<file path="config.mk">
export PLATFORM = sky130hd
export DESIGN_NAME = fu_issue_queue_flat
export DESIGN_NICKNAME = d
export VERILOG_FILES = /design/src/rtl/fu_issue_pkg.sv /design/src/rtl/fu_issue_if.sv /design/src/rtl/fu_issue_fifo.sv /design/src/rtl/fu_issue_queue.sv /design/src/flat_wrapper.sv
export SDC_FILE = /design/constraint.sdc
export NUM_CORES = 1
export LEC_CHECK = 0
export CORE_AREA = 2 2 473 475
export CTS_BUF_LIST = sky130_fd_sc_hd__clkbuf_8
export CTS_CLUSTER_DIAMETER = 150
export DETAILED_ROUTE_END_ITERATION = 6
export DIE_AREA = 0 0 475 477
export MAX_ROUTING_LAYER = met4
export SYNTH_ARGS = -nofsm -noshare
export SYNTH_HDL_FRONTEND = slang
export SYNTH_SLANG_ARGS = --single-unit
</file>
<file path="constraint.sdc">
create_clock -name clk -period 14.6 [get_ports clk]
set_input_delay 1.46 -clock clk [delete_from_list [all_inputs] [get_ports clk]]
set_output_delay 1.46 -clock clk [all_outputs]
set_load 0.01 [all_outputs]
</file>
<file path="src/rtl/fu_issue_pkg.sv">
// Shared payload type and sizing helper for the per-FU issue queue.
// Field widths come from the core-wide width macros; defaults are provided here.
`ifndef REG_VAL_WIDTH
`define REG_VAL_WIDTH 32
`endif
`ifndef PHYSICAL_REG_NUM_WIDTH
`define PHYSICAL_REG_NUM_WIDTH 6
`endif
`ifndef INST_ADDR_WIDTH
`define INST_ADDR_WIDTH 32
`endif
`ifndef ROB_SIZE_WIDTH
`define ROB_SIZE_WIDTH 6
`endif

package fu_issue_pkg;

    typedef struct packed {
        logic [3:0] alu_op;
        logic       is_branch;
        logic       is_load;
        logic       is_store;
        logic       use_imm;
    } control_t;

    typedef struct packed {
        logic [`REG_VAL_WIDTH-1:0]          src1_reg_val;
        logic [`REG_VAL_WIDTH-1:0]          src2_reg_val;
        logic [`PHYSICAL_REG_NUM_WIDTH-1:0] dst_reg_addr;
        control_t                           control;
        logic [`REG_VAL_WIDTH-1:0]          immediate;
        logic [`INST_ADDR_WIDTH-1:0]        pc;
        logic [`ROB_SIZE_WIDTH-1:0]         new_inst_tag;
    } fu_issue_entry_t;

    // Occupancy must represent 0..DEPTH inclusive.
    function automatic int occ_width(input int depth);
        return $clog2(depth + 1);
    endfunction

endpackage

</file>
<file path="src/rtl/fu_issue_if.sv">
// RS-side and FU-side valid/ready bundles for all FU channels.
// master = RS/FU environment, slave = the issue queue.
interface fu_issue_if #(
    parameter int NUM_OF_FU = 4
);
    import fu_issue_pkg::*;

    logic            [NUM_OF_FU-1:0] in_valid;
    logic            [NUM_OF_FU-1:0] in_ready;
    fu_issue_entry_t [NUM_OF_FU-1:0] in_entry;
    logic            [NUM_OF_FU-1:0] out_valid;
    logic            [NUM_OF_FU-1:0] out_ready;
    fu_issue_entry_t [NUM_OF_FU-1:0] out_entry;

    modport master (
        output in_valid, in_entry, out_ready,
        input  in_ready, out_valid, out_entry
    );

    modport slave (
        input  in_valid, in_entry, out_ready,
        output in_ready, out_valid, out_entry
    );

endinterface

</file>
<file path="src/rtl/fu_issue_fifo.sv">
// Single-channel DEPTH-entry issue FIFO with synchronous flush.
// Optional stall/issue counters are built when FU_ISSUE_PERF_EN is defined.
module fu_issue_fifo
    import fu_issue_pkg::*;
#(
    parameter  int DEPTH = 2,
    localparam int OCC_W = occ_width(DEPTH),
    localparam int PTR_W = $clog2(DEPTH)
) (
    input  logic             clk,
    input  logic             reset_n,
    input  logic             flush,
    input  logic             in_valid,
    output logic             in_ready,
    input  fu_issue_entry_t  in_entry,
    output logic             out_valid,
    input  logic             out_ready,
    output fu_issue_entry_t  out_entry,
    output logic [OCC_W-1:0] occupancy
`ifdef FU_ISSUE_PERF_EN
    ,
    output logic [31:0]      stall_cnt,
    output logic [31:0]      issue_cnt
`endif
);

    localparam logic [OCC_W-1:0] FULL_COUNT = OCC_W'(DEPTH);
    localparam logic [PTR_W-1:0] LAST_PTR   = PTR_W'(DEPTH - 1);

    fu_issue_entry_t  mem [DEPTH];
    logic [PTR_W-1:0] wr_ptr_reg;
    logic [PTR_W-1:0] rd_ptr_reg;
    logic [OCC_W-1:0] count_reg;
    logic             push;
    logic             pop;

    // Ready is derived from the count register only, never from out_ready.
    assign in_ready  = (count_reg != FULL_COUNT);
    assign out_valid = (count_reg != '0);
    assign push      = in_valid & in_ready;
    assign pop       = out_valid & out_ready;
    assign out_entry = mem[rd_ptr_reg];
    assign occupancy = count_reg;

    always_ff @(posedge clk or negedge reset_n) begin
        if (!reset_n) begin
            wr_ptr_reg <= '0;
            rd_ptr_reg <= '0;
            count_reg  <= '0;
        end else if (flush) begin
            wr_ptr_reg <= '0;
            rd_ptr_reg <= '0;
            count_reg  <= '0;
        end else begin
            if (push) begin
                wr_ptr_reg <= (wr_ptr_reg == LAST_PTR) ? '0 : wr_ptr_reg + PTR_W'(1);
            end
            if (pop) begin
                rd_ptr_reg <= (rd_ptr_reg == LAST_PTR) ? '0 : rd_ptr_reg + PTR_W'(1);
            end
            if (push && !pop) begin
                count_reg <= count_reg + OCC_W'(1);
            end else if (pop && !push) begin
                count_reg <= count_reg - OCC_W'(1);
            end
        end
    end

    // Payload storage is intentionally left unreset.
    always_ff @(posedge clk) begin
        if (push && !flush) begin
            mem[wr_ptr_reg] <= in_entry;
        end
    end

`ifdef FU_ISSUE_PERF_EN
    logic [31:0] stall_cnt_reg;
    logic [31:0] issue_cnt_reg;

    // Counters survive flush; only reset clears them, and both saturate.
    always_ff @(posedge clk or negedge reset_n) begin
        if (!reset_n) begin
            stall_cnt_reg <= '0;
            issue_cnt_reg <= '0;
        end else begin
            if (in_valid && !in_ready && (stall_cnt_reg != '1)) begin
                stall_cnt_reg <= stall_cnt_reg + 32'd1;
            end
            if (pop && !flush && (issue_cnt_reg != '1)) begin
                issue_cnt_reg <= issue_cnt_reg + 32'd1;
            end
        end
    end

    assign stall_cnt = stall_cnt_reg;
    assign issue_cnt = issue_cnt_reg;
`endif

endmodule

</file>
<file path="src/rtl/fu_issue_queue.sv">
// Issue buffering between the RS and NUM_OF_FU functional units: one independent FIFO per FU.
// Define FU_ISSUE_PERF_EN to add per-channel stall_cnt/issue_cnt outputs.
module fu_issue_queue
    import fu_issue_pkg::*;
#(
    parameter  int NUM_OF_FU = 4,
    parameter  int DEPTH     = 2,
    localparam int OCC_W     = occ_width(DEPTH)
) (
    input  logic                            clk,
    input  logic                            reset_n,
    input  logic                            flush,
    fu_issue_if.slave                       bus,
    output logic [NUM_OF_FU-1:0][OCC_W-1:0] occupancy,
    output logic                            any_pending
`ifdef FU_ISSUE_PERF_EN
    ,
    output logic [NUM_OF_FU-1:0][31:0]      stall_cnt,
    output logic [NUM_OF_FU-1:0][31:0]      issue_cnt
`endif
);

    generate
        for (genvar gi = 0; gi < NUM_OF_FU; gi++) begin : g_chan
            fu_issue_fifo #(
                .DEPTH (DEPTH)
            ) u_fifo (
                .clk       (clk),
                .reset_n   (reset_n),
                .flush     (flush),
                .in_valid  (bus.in_valid[gi]),
                .in_ready  (bus.in_ready[gi]),
                .in_entry  (bus.in_entry[gi]),
                .out_valid (bus.out_valid[gi]),
                .out_ready (bus.out_ready[gi]),
                .out_entry (bus.out_entry[gi]),
                .occupancy (occupancy[gi])
`ifdef FU_ISSUE_PERF_EN
                ,
                .stall_cnt (stall_cnt[gi]),
                .issue_cnt (issue_cnt[gi])
`endif
            );
        end
    endgenerate

    assign any_pending = |bus.out_valid;

endmodule

</file>
<file path="src/flat_wrapper.sv">
// flat-port wrapper written by rule: the top's interface ports become plain ports
module fu_issue_queue_flat import fu_issue_pkg::*;
#(
    parameter  int NUM_OF_FU = 4,
    parameter  int DEPTH     = 2,
    localparam int OCC_W     = occ_width(DEPTH)
)
  (clk, reset_n, flush, occupancy, any_pending, bus_in_valid, bus_in_entry, bus_out_ready, bus_in_ready, bus_out_valid, bus_out_entry);
  fu_issue_if #(.NUM_OF_FU(NUM_OF_FU)) bus_i ();
  input  logic clk;
  input  logic reset_n;
  input  logic flush;
  output logic [NUM_OF_FU-1:0][OCC_W-1:0] occupancy;
  output logic any_pending;
  input wire logic [$bits(bus_i.in_valid)-1:0] bus_in_valid;
  input wire logic [$bits(bus_i.in_entry)-1:0] bus_in_entry;
  input wire logic [$bits(bus_i.out_ready)-1:0] bus_out_ready;
  output wire logic [$bits(bus_i.in_ready)-1:0] bus_in_ready;
  output wire logic [$bits(bus_i.out_valid)-1:0] bus_out_valid;
  output wire logic [$bits(bus_i.out_entry)-1:0] bus_out_entry;
  assign bus_i.in_valid = bus_in_valid;
  assign bus_i.in_entry = bus_in_entry;
  assign bus_i.out_ready = bus_out_ready;
  assign bus_in_ready = bus_i.in_ready;
  assign bus_out_valid = bus_i.out_valid;
  assign bus_out_entry = bus_i.out_entry;
  fu_issue_queue #(.NUM_OF_FU(NUM_OF_FU), .DEPTH(DEPTH)) u_core (.clk(clk), .reset_n(reset_n), .flush(flush), .bus(bus_i), .occupancy(occupancy), .any_pending(any_pending));
endmodule
</file>
# ---- Yosys cells after proc, flatten, opt, wreduce, memory -nomap -nowiden
# Memories as Yosys holds them, arrays and structs flattened.
# Index checks and enable logic that the tools add are counted.
dict set report totals {
  elab_cells 126
  mem_count 4
  inputBits 603
  output_inout_bits 609
  reg_bits 16
  mem_bits_rw 1184
}
# name depth word_bits read_ports rd_ports_with_merged_regs wr line_no
set mem_list {}
lappend mem_list {{u_core.g_chan[0].u_fifo.mem} 2 148 1 0 1 fu_issue_fifo.sv:30} ;# fu_issue_entry_t mem [DEPTH];
lappend mem_list {{u_core.g_chan[1].u_fifo.mem} 2 148 1 0 1 fu_issue_fifo.sv:30}
lappend mem_list {{u_core.g_chan[2].u_fifo.mem} 2 148 1 0 1 fu_issue_fifo.sv:30}
lappend mem_list {{u_core.g_chan[3].u_fifo.mem} 2 148 1 0 1 fu_issue_fifo.sv:30}
dict set report op_classes {
  addsub 16
  mux 44
  n_reduce_logical 38
  eq_ne 4
  bitwise 8
}
# cell n
set op_table {}
lappend op_table {{$mux 1} 32}
lappend op_table {{$mux 2} 12}
lappend op_table {{$reduce_bool 2->1} 12}
lappend op_table {{$logic_and 1x1->1} 12}
lappend op_table {{$reduce_bool 3->1} 4}
lappend op_table {{$logic_not 1->1} 9}
lappend op_table {{$add 1x1->1 const B} 8}
lappend op_table {{$add 2x1->2 const B} 4}
lappend op_table {{$and 1x1->1} 8}
lappend op_table {{$ne 2x2->1 const B} 4}
lappend op_table {{$sub 2x1->2 const B} 4}
lappend op_table {{$reduce_or 4->1} 1}

# ---- Logic depth before layout (Yosys ltp)
dict set report logic_depth {
  ltp_word 7
  depth_mapped 4
}

# ---- By module
# From an unflattened synthesis, not the netlist that was laid out.
dict set report unflattened {
  hier_cells 1949
  area_unflattened_um2 45361.0
}
# mod cells_per_inst area_each_um2 n_inst
set modules_own_cells {}
lappend modules_own_cells {fu_issue_fifo 487 11338.4 4}
lappend modules_own_cells {fu_issue_queue 1 7.5 1}

# ---- Least setup slack after synthesis
# No wires, ideal clock.
dict set report synth_path {
  path_kind {in2reg}
  from {input flush}
  to {memory u_core.g_chan[0].u_fifo.mem[1][0] (netlist name) (enable)}
  cell_stages 2
  slack_ns 1.328
  t_arrival_ns 12.405
  setup_time_ns 0.867
  path_cell_list {clkbuf_1 > nor3b_1}
}
dict set report synth_via {
  elab_chain_len 4
}
# element line_no
set synth_rtl {}
lappend synth_rtl {{start, declared} flat_wrapper.sv:12} ;# input logic flush;
lappend synth_rtl {{$logic_not 1->1} fu_issue_fifo.sv:71} ;# if (push && !flush) begin
lappend synth_rtl {{$logic_and 1x1->1} fu_issue_fifo.sv:71}
lappend synth_rtl {{$mux 1} fu_issue_fifo.sv:71}
lappend synth_rtl {{$mux 1 (not written as such)} fu_issue_fifo.sv:72} ;# mem[wr_ptr_reg] <= in_entry;
lappend synth_rtl {{end, declared} fu_issue_fifo.sv:30}
# Every way passes these cells.

# ---- Worst setup path in the final report
dict set report layout_path {
  from {register u_core.g_chan[0].u_fifo.rd_ptr_reg}
  to {output bus_out_entry[92]}
}
dict set report layout_via {
  elab_chain_len 1
}
# element line_no
set layout_rtl {}
lappend layout_rtl {{start, declared} fu_issue_fifo.sv:32} ;# logic [PTR_W-1:0] rd_ptr_reg;
lappend layout_rtl {{start signal, assigned} fu_issue_fifo.sv:59} ;# rd_ptr_reg <= (rd_ptr_reg == LAST_PTR) ? '0 : rd_ptr_reg + PTR_W'(1);
lappend layout_rtl {{$mem_v2 2x148} -}
lappend layout_rtl {{end, declared} flat_wrapper.sv:20} ;# output wire logic [$bits(bus_i.out_entry)-1:0] bus_out_entry;
# Every way passes these cells.

==> flow_summary.ini <==
[critical_path]
timing.critical_path.cells = buf_4 > buf_4 > mux2_2 > clkdlybuf4s50_1
critPathLaunchType = flip-flop
cp.depth = 4
critPathSlowestCell = sky130_fd_sc_hd__buf_4
cell_repeated_most_along_the_worst_path = sky130_fd_sc_hd__buf_4
critPathCaptureType = primary output
critical_path.top_delay_family = buffers and inverters
cp-startpoint = u_core.g_chan[0].u_fifo.rd_ptr_reg
cp_slowest_stage_delay_ps = 890
reg2regPathDepth = 7
ff2ff_setup_slack_ps = 11000
crit-reg2reg-launch = u_core.g_chan[1].u_fifo.occupancy[1]
critical_path.max_fanout = 74
criticalPathCategory = reg -> out
timing.critical_path.to = bus_out_entry[92]
cp.arrival_ps = 4480
rr_endpoint = u_core.g_chan[1].u_fifo.mem[1][60]
worstPathBufferInverterCount = 3
cp_data_required_time_ps = 13140

[worst_hold_path]
holdCritPathClass = reg -> reg
holdCritStartpoint = u_core.g_chan[3].u_fifo.wr_ptr_reg

[logic_synthesis]
post-synth-top-count-cell = sky130_fd_sc_hd__edfxtp_1
postSynthNetCount = 2565
synth_top_cell_area_share_pct = 81.5
synthDistinctLibCells = 29
synthesis.yosys.warnings = 0
synth_largest_area_cell = sky130_fd_sc_hd__edfxtp_1
post_synth_inst_count = 1962
synth_seq_area_share_pct = 82.4
synth_top_cells_by_count = 1184 x sky130_fd_sc_hd__edfxtp_1, 592 x sky130_fd_sc_hd__mux2_2, 42 x sky130_fd_sc_hd__buf_4
synthesis.area_um2 = 43600
synth_top_flop_cell = sky130_fd_sc_hd__edfxtp_1
synth_area_leaders = sky130_fd_sc_hd__edfxtp_1 81%, sky130_fd_sc_hd__mux2_2 15%, sky130_fd_sc_hd__dfrtp_1 0.92%, sky130_fd_sc_hd__buf_4 0.72%, sky130_fd_sc_hd__buf_2 0.38%
seq_cells_post_synth = 1200
synth-async-reset-ratio_pct = 1.33
syn_avg_cell_area_um2 = 22.2
post_synth_edffs = 1184

[routing]
wl_um = 177000
ant_nets = 0
drt-pass1-iter-count = 5
avgRoutedWirePerCell_um = 27.1
dr.first_iter.drc_count = 1494
viasPerCell = 3.81
drcViolationCount = 0
vias = 24900

[clock_tree]
clkSlewWorstSetupHoldPaths_ps = 60
cts-buffers-inserted = 214
cts_post_setup_buffers_inserted = 0
cts.repair.resized = 0
clock_insertion_delay_worst_skew_ps = 980
clk_root_buffer_cell = sky130_fd_sc_hd__clkbuf_8
htreeDepth = 4
clock-sinks = 1200
post_cts_hold_fix_bufs = 0
cts_buffer_depth = 3
tritoncts = yes

[die]
floorplan.die_area_um2 = 227000
fp.coreArea_um2 = 221000
floorplan.initialDensity_pct = 19.7
die-width_um = 475
rows = 173
pin_count = 1212
die_h_um = 477

[final_layout]
layout.area.seq_um2 = 36000
filler_cell_count = 22100
multi_input_area_um2 = 7180
nets = 3946
post-route-cell-area_um2 = 63700
fraction_of_layout_cells_with_a_size_suffix_above_1_pct = 26.5
largest_register_ff_count = 1184
max_flop_register = u_core.g_chan.u_fifo.mem
areaGrowthSynthToFinish_pct = 45.9

[global_route]
via_count_of_the_first_global_routing_pass = 26100
overflow = 0
gr-usage-all-layers_pct = 15.5
grt_first_pass_wirelength_um = 230000
grt_antenna_before_repair = 120
grt_start_max_net_pins = 142

[power]
power.ir.vdd_worst_mv = 0.101
static-leakage-power_nw = 20.7
p_per_area_nw_per_um2 = 127

[flow_run]
timing.max_cap.violations = 0

[place]
gp_congestion = 0.874
port_buffers = 1211
place_area_um2 = 59300
dp_hpwl_um = 135000

[timing]
final.period_utilization_pct = 40.7
setup_repair_after_global_routing_missed_its_margin = no
finalWorstPathRequiredPeriod_ps = 5940
max_slew.worst_pin.slew_ps = 1270
max_clk_rate_mhz = 168
finalSetupViolations = 0
fin_tns_setup_ps = 0
timing.clock.skew_ps = 69.9
final-max-slew-violation-count = 0
final-hold-violation-count = 0
headroom_to_the_max_slew_limit_pct = 15.6

[status]
run_status = complete, no violations
[power by group]
part | total [mW] | internal (mW) | switching (mW)
logic | 0.996 | 0.529 | 0.467
clock network | 3.14 | 1.63 | 1.51
registers | 3.97 | 3.93 | 0.0449
[worst reg2reg max path, delay by kind of cell, from the launching register on]
family / cells / cell delay, ps
buffers and inverters: 4 / 2180
AND/OR/NAND/NOR: 3 / 500
flip-flops: 1 / 450
[metrics by stage]
step	hold WS (ps)	setup WS, ps	total power [mW]	instances	utilization (%)
after global placement	567	9570	5.05	6102	26.8
after CTS	598	8430	8.25	6487	28.7
after detailed placement	586	9570	5.05	6102	26.8
after floorplan	535	1330	4.43	1962	-
after global routing	629	8410	8.43	6528	28.7
final	594	8660	8.11	6535	28.7
[cell type report]
type	instances	area share, %
Antenna cell	48	0.189
Clock buffer	214	4.63
Clock inverter	171	2.03
Tap cell	2975	5.85
Timing Repair Buffer	1243	19.5
Multi-Input combinational cell	673	11.3
Inverter	11	0.0649
Sequential cell	1200	56.5
[placed cells by master (no fill, tap or decap), types with 5 or more instances in the layout]
cell,count
sky130_fd_sc_hd__clkdlybuf4s50_1,1210
sky130_fd_sc_hd__edfxtp_1,1184
sky130_fd_sc_hd__mux2_2,592
sky130_fd_sc_hd__clkbuf_8,214
sky130_fd_sc_hd__inv_1,69
sky130_fd_sc_hd__diode_2,48
sky130_fd_sc_hd__clkinv_1,39
sky130_fd_sc_hd__clkinv_2,37
sky130_fd_sc_hd__buf_4,30
sky130_fd_sc_hd__bufinv_16,13
sky130_fd_sc_hd__dfrtp_1,12
sky130_fd_sc_hd__o21ai_0,11
sky130_fd_sc_hd__nor2_1,10
sky130_fd_sc_hd__a21oi_1,10
sky130_fd_sc_hd__nand2_1,7
sky130_fd_sc_hd__inv_12,5
[metal layers]
| layer | global-route usage [%] | vias to the layer above | part of all wire [%] | wire length [um] |
|---|---|---|---|---|
| met4 | 5.17 | 0 | 2.6 | 4560 |
| met3 | 7.21 | 340 | 9.9 | 17600 |
| met1 | 17.2 | 12600 | 40 | 70600 |
| li1 | - | 10700 | - | - |
| met5 | - | - | 0 | 0 |
| met2 | 24.5 | 1305 | 48 | 84400 |
[logic make-up after synthesis]
logic type | count (synthesis) | synth area share, %
AO/OA/AOI/OAI | 29 | 0.370
AND/OR/NAND/NOR | 47 | 0.619
flip-flops | 1200 | 82.4
buffers and inverters | 89 | 1.22
multiplexers | 593 | 15.3
XOR/XNOR | 4 | 0.0803
[how the worst min path moves through the flow]
stage	slack [ps]	cells after the start	to
after detailed placement	590	2	u_core.g_chan[1].u_fifo.wr_ptr_reg
after global routing	630	2	u_core.g_chan[3].u_fifo.wr_ptr_reg
after floorplan	540	2	u_core.g_chan[1].u_fifo.wr_ptr_reg
after CTS	600	2	u_core.g_chan[3].u_fifo.wr_ptr_reg
final	590	2	u_core.g_chan[3].u_fifo.wr_ptr_reg
after global placement	570	2	u_core.g_chan[3].u_fifo.wr_ptr_reg
Note: power is estimated with default switching activity, not from simulation.
